==> config.mk <==
export PLATFORM = sky130hd
export DESIGN_NAME = alu_seq_ctrl
export DESIGN_NICKNAME = d
export VERILOG_FILES = /design/src/rtl/alu_seq_ctrl.sv
export SDC_FILE = /design/constraint.sdc
export NUM_CORES = 1
export LEC_CHECK = 0
export ABC_AREA = 1
export CORE_UTILIZATION = 35
export DETAILED_ROUTE_END_ITERATION = 16
export SLEW_MARGIN = 20
export SYNTH_ARGS = -nofsm -noshare
export SYNTH_HDL_FRONTEND = slang
export SYNTH_SLANG_ARGS = --single-unit
==> constraint.sdc <==
create_clock -name clk -period 4.4 [get_ports clk]
set_input_delay 1.32 -clock clk [delete_from_list [all_inputs] [get_ports clk]]
set_output_delay 1.32 -clock clk [all_outputs]
set_load 0.005 [all_outputs]
==> src/rtl/alu_seq_ctrl.sv <==
// alu_seq_ctrl: round-robin arbiter and sequencer that drives a shared 16-bit
// ripple-carry ALU for single-cycle ADD/SUB/AND/OR and a 16-step shift-add
// unsigned multiply that reuses the ALU adder every cycle.
module alu_seq_ctrl (
  input  logic        clk,
  input  logic        rst_n,
  input  logic [1:0]  req_valid,
  output logic [1:0]  req_ready,
  input  logic [1:0]  req0_cmd,
  input  logic [1:0]  req1_cmd,
  input  logic [1:0]  req_or,
  input  logic [15:0] req0_a,
  input  logic [15:0] req0_b,
  input  logic [15:0] req1_a,
  input  logic [15:0] req1_b,
  output logic        rsp_valid,
  output logic        rsp_id,
  output logic [31:0] rsp_data,
  output logic        busy,
  output logic [15:0] alu_a,
  output logic [15:0] alu_b,
  output logic        alu_cin,
  output logic        alu_bnegate,
  output logic [2:0]  alu_op,
  input  logic [15:0] alu_result,
  input  logic        alu_cout
);

  typedef enum logic [1:0] {
    IDLE = 2'd0,
    EXEC = 2'd1,
    MUL  = 2'd2,
    DONE = 2'd3
  } state_t;

  localparam logic [1:0] CMD_ADD = 2'b00;
  localparam logic [1:0] CMD_SUB = 2'b01;
  localparam logic [1:0] CMD_AND = 2'b10;
  localparam logic [1:0] CMD_MUL = 2'b11;

  localparam logic [2:0] OP_AND = 3'b000;
  localparam logic [2:0] OP_OR  = 3'b001;
  localparam logic [2:0] OP_ADD = 3'b010;

  state_t      state;
  logic        last_grant;
  logic [15:0] op_a;
  logic [15:0] op_b;
  logic [1:0]  cmd;
  logic        use_or;
  logic        id;
  logic [31:0] prod;
  logic [4:0]  count;

  logic        grant;
  logic        grant_valid;
  logic [1:0]  sel_cmd;
  logic [15:0] sel_a;
  logic [15:0] sel_b;
  logic        sel_or;
  logic [31:0] mul_next;

  // Round-robin pick: a lone requester wins, contention goes to the one not served last
  always_comb begin
    grant       = 1'b0;
    grant_valid = 1'b0;
    case (req_valid)
      2'b01: begin
        grant       = 1'b0;
        grant_valid = 1'b1;
      end
      2'b10: begin
        grant       = 1'b1;
        grant_valid = 1'b1;
      end
      2'b11: begin
        grant       = ~last_grant;
        grant_valid = 1'b1;
      end
      default: begin
        grant       = 1'b0;
        grant_valid = 1'b0;
      end
    endcase
  end

  assign req_ready = (state == IDLE && grant_valid) ? (grant ? 2'b10 : 2'b01) : 2'b00;

  assign sel_cmd = grant ? req1_cmd : req0_cmd;
  assign sel_a   = grant ? req1_a : req0_a;
  assign sel_b   = grant ? req1_b : req0_b;
  assign sel_or  = grant ? req_or[1] : req_or[0];

  // One shift-add step: the adder carry enters at the top as the product shifts right
  assign mul_next = {alu_cout, alu_result, prod[15:1]};

  // ALU control: latched operands in EXEC, partial-product add in MUL, quiet otherwise
  always_comb begin
    alu_a       = 16'h0000;
    alu_b       = 16'h0000;
    alu_cin     = 1'b0;
    alu_bnegate = 1'b0;
    alu_op      = OP_AND;
    case (state)
      EXEC: begin
        alu_a = op_a;
        alu_b = op_b;
        case (cmd)
          CMD_ADD: alu_op = OP_ADD;
          CMD_SUB: begin
            alu_op      = OP_ADD;
            alu_cin     = 1'b1;
            alu_bnegate = 1'b1;
          end
          CMD_AND: alu_op = use_or ? OP_OR : OP_AND;
          default: alu_op = OP_ADD;
        endcase
      end
      MUL: begin
        alu_a  = prod[31:16];
        alu_b  = prod[0] ? op_a : 16'h0000;
        alu_op = OP_ADD;
      end
      default: begin
        alu_op = OP_AND;
      end
    endcase
  end

  // Sequencer FSM: accept, execute or iterate, then pulse the response for one cycle
  always_ff @(posedge clk) begin
    if (!rst_n) begin
      state      <= IDLE;
      last_grant <= 1'b1;
      op_a       <= 16'h0000;
      op_b       <= 16'h0000;
      cmd        <= CMD_ADD;
      use_or     <= 1'b0;
      id         <= 1'b0;
      prod       <= 32'h0000_0000;
      count      <= 5'd0;
      rsp_valid  <= 1'b0;
      rsp_id     <= 1'b0;
      rsp_data   <= 32'h0000_0000;
      busy       <= 1'b0;
    end else begin
      case (state)
        IDLE: begin
          if (grant_valid) begin
            op_a       <= sel_a;
            op_b       <= sel_b;
            cmd        <= sel_cmd;
            use_or     <= sel_or;
            id         <= grant;
            last_grant <= grant;
            prod       <= {16'h0000, sel_b};
            count      <= 5'd0;
            busy       <= 1'b1;
            state      <= (sel_cmd == CMD_MUL) ? MUL : EXEC;
          end
        end
        EXEC: begin
          if (cmd == CMD_AND)
            rsp_data <= {16'h0000, alu_result};
          else
            rsp_data <= {15'h0000, alu_cout, alu_result};
          rsp_valid <= 1'b1;
          rsp_id    <= id;
          state     <= DONE;
        end
        MUL: begin
          prod  <= mul_next;
          count <= count + 5'd1;
          if (count == 5'd15) begin
            rsp_data  <= mul_next;
            rsp_valid <= 1'b1;
            rsp_id    <= id;
            state     <= DONE;
          end
        end
        DONE: begin
          rsp_valid <= 1'b0;
          busy      <= 1'b0;
          state     <= IDLE;
        end
        default: begin
          state <= IDLE;
        end
      endcase
    end
  end

endmodule

==> flow_summary.json <==
{
  "tightest_slew_ns": 0.879,
  "num_vias": 5503,
  "grt_max_degree": 53,
  "synthTopCellsByArea": "dfxtp_1 (43%), nand2_1 (20%), a31oi_1 (8.2%)",
  "root_buffer": "clkbuf_16",
  "htree_levels": 3,
  "ys_seq_area_frac": 0.435,
  "hold_viol": 0,
  "p_sw_uw": 1760,
  "vias_per_cell": 5.23,
  "criticalPathCategory": "in -> out",
  "wl_per_cell_um": 17.2,
  "drive_gt1_frac": 0.0493,
  "p_comb_frac": 0.447,
  "cpPeakStageDelay_ns": 0.50,
  "fp.dieH_um": 123,
  "port_buffers": 163,
  "synthTopCellsByCount": "nand2_1 (269), dfxtp_1 (111), a21oi_1 (75), a31oi_1 (67), o21ai_0 (51)",
  "layout.nets": 965,
  "clock.fmax_mhz": 240,
  "cp_slowest_cell": "clkdlybuf4s50_1",
  "drtAntennaViolNets": 0,
  "fill_cells": 1423,
  "syn_area_sq_um": 5110,
  "cellPowerDensity_nw_per_um2": 595,
  "grt_pass1_wl_um": 27500,
  "grt_overflow": 0,
  "seq_power_share": 0.358,
  "post_cts_buffers": 0,
  "status": "complete, no violations",
  "p_sw_frac": 0.414,
  "ys_warn_count": 0,
  "hold_class": "reg -> reg",
  "syn-num-nets": 829,
  "fin_worst_skew_ns": 0.00684,
  "cts_made_buffers": 9,
  "slew_violations": 0,
  "wl_um": 18100,
  "hpwl_um": 13200,
  "area_growth_pct": 39.7,
  "min_period_over_period": 0.949,
  "cp-end-kind": "primary output",
  "cts_resized": 0,
  "cts_tree": "done",
  "p_clk_frac": 0.195,
  "peakVddDrop_mv": 0.350,
  "max_slew_margin": 0.413,
  "async_reset_ff_frac": 0,
  "postSynthAreaPerCell_sq_um": 6.98,
  "design_area_sq_um": 7140,
  "ys_seq_elements": 111,
  "rsz0062_at_grt": "false",
  "num_antenna_cells": 0,
  "critPathMaxFanout": 3,
  "clk_latency_ns": 0.36,
  "drv_cap": 0,
  "dieArea_sq_um": 15100,
  "setup_violations": 0,
  "crit_chain": "clkdlybuf4s50_1, nand2_1, nand2_1, buf_4, nor2_8, clkdlybuf4s50_1",
  "arrival_ns": 2.85,
  "synth_top_cell_area_share": 0.435,
  "syn-instance-count": 732,
  "clock_path_buffers": 2,
  "worstPathRequired_ns": 3.08,
  "drc": 0,
  "rows": 43,
  "die_w_um": 123,
  "yosysTopAreaCell": "dfxtp_1",
  "path_delay_family": "buffers and inverters",
  "cp.buffers_inverters": 3,
  "hold_buffers": 0,
  "grt_pass1_vias": 5100,
  "synth_ff_type": "dfxtp_1",
  "power_leakage_uw": 0.00259,
  "grt_use_total": 0.241,
  "core_sq_um": 14000,
  "synth_cell_types": 27,
  "period_needed_ns": 4.17,
  "drt_iter0_markers": 507,
  "antenna_found_initial": 0,
  "start_util": 0.364,
  "clkTransAtPathRegs_ns": 0.08,
  "p_int_uw": 2490,
  "gp_congestion": 0.885,
  "cts.sinks": 111,
  "pin_count": 165,
  "placed_area_sq_um": 6840,
  "yosysMostFrequentCell": "nand2_1",
  "fin_setup_tns_ns": 0,
  "cp-start-kind": "input pin",
  "first_pass_iters": 7,
  "synth-edff-count": 0
}
[kinds of logic (layout without fill, tap and decap cells)]
kind of cell | Yosys count | count (layout) | share of synthesized area
AO/OA/AOI/OAI | 201 | 201 | 0.218
flip-flops | 111 | 111 | 0.435
adder cells (fa/ha/maj) | 6 | 6 | 0.0147
AND/OR/NAND/NOR | 339 | 339 | 0.266
other | 1 | 1 | 0.000734
buffers and inverters | 74 | 215 | 0.0654
[layout by cell type (no fill, tap or decap), types with 2 or more instances in the layout]
cell | synthesis | final
inv_6 | 0 | 2
nor2_4 | 2 | 2
o21ai_0 | 51 | 51
ha_1 | 6 | 5
clkdlybuf4s50_1 | 0 | 163
nor2_1 | 22 | 22
buf_4 | 6 | 17
nand3_1 | 44 | 44
a31oi_1 | 67 | 67
a21oi_1 | 75 | 75
nand2_1 | 269 | 269
clkbuf_16 | 0 | 9
o21ai_4 | 1 | 2
inv_1 | 13 | 13
inv_2 | 3 | 3
dfxtp_1 | 111 | 111
o21ai_1 | 2 | 2
clkinv_1 | 3 | 3
inv_8 | 0 | 3
[flip-flops by register name, summed over array words and instances (netlist names), 2 cells and up]
register / flops
op_b: 16
count: 5
state: 2
cmd: 2
prod: 32
rsp_data: 32
op_a: 16
[power groups by stage]
stage | sequential [uW] | combinational, uW | clock (uW)
2_1_floorplan | 1480 | 1130 | 0
3_3_place_gp | 1530 | 1860 | 0
4_1_cts | 1520 | 1890 | 847
6_report | 1520 | 1900 | 829
3_5_place_dp | 1530 | 1880 | 0
5_1_grt | 1550 | 2110 | 886
[worst paths after layout]
kind	startpoint	slack, ns	to	cells past startpoint
worst min register to register	prod[30]$_SDFFE_PN0P_	0.46	prod[30]$_SDFFE_PN0P_	2
worst max-delay path	req_valid[0]	0.23	req_ready[1]	6
worst max register to register	state[0]$_SDFFE_PN0P_	1.60	rsp_data[5]$_SDFFE_PN0P_	10
worst min-delay path	prod[30]$_SDFFE_PN0P_	0.46	prod[30]$_SDFFE_PN0P_	2
[metal layers]
metal  part of all wire  vias to the layer above  global-route usage
met5                  0                        -                   0
met4              0.021                        0              0.0732
met3              0.072                       17              0.0613
met2               0.44                      209               0.367
met1               0.47                     2537               0.333
li1                   -                     2740                   -
[per-stage QoR]
stage	total power [uW]	hold WS (ns)	utilization	setup slack [ns]	std cells
after floorplan	2610	0.440	-	1.16	732
after global placement	3400	0.453	0.487	0.259	1037
after detailed placement	3410	0.453	0.487	0.252	1037
after CTS	4260	0.466	0.508	0.240	1053
after global routing	4540	0.480	0.509	0.151	1053
final	4250	0.463	0.509	0.226	1053
[worst min-delay path, delay by kind of cell, from the launching register on]
family,cells,cell delay (ns)
compound gates,1,0.05
flops,1,0.32
simple gates,1,0.06
[area by class of cell]
type | count | area (sq um) | share of cell area
clock inverter | 6 | 58.8 | 0.00824
multi-input combinational | 547 | 2560 | 0.359
timing repair buffer | 180 | 1760 | 0.246
tap | 180 | 225 | 0.0315
inverter | 19 | 71.3 | 0.00999
clock buffer | 10 | 239 | 0.0335
sequential | 111 | 2220 | 0.311
Power figures use the tool's default switching activity.
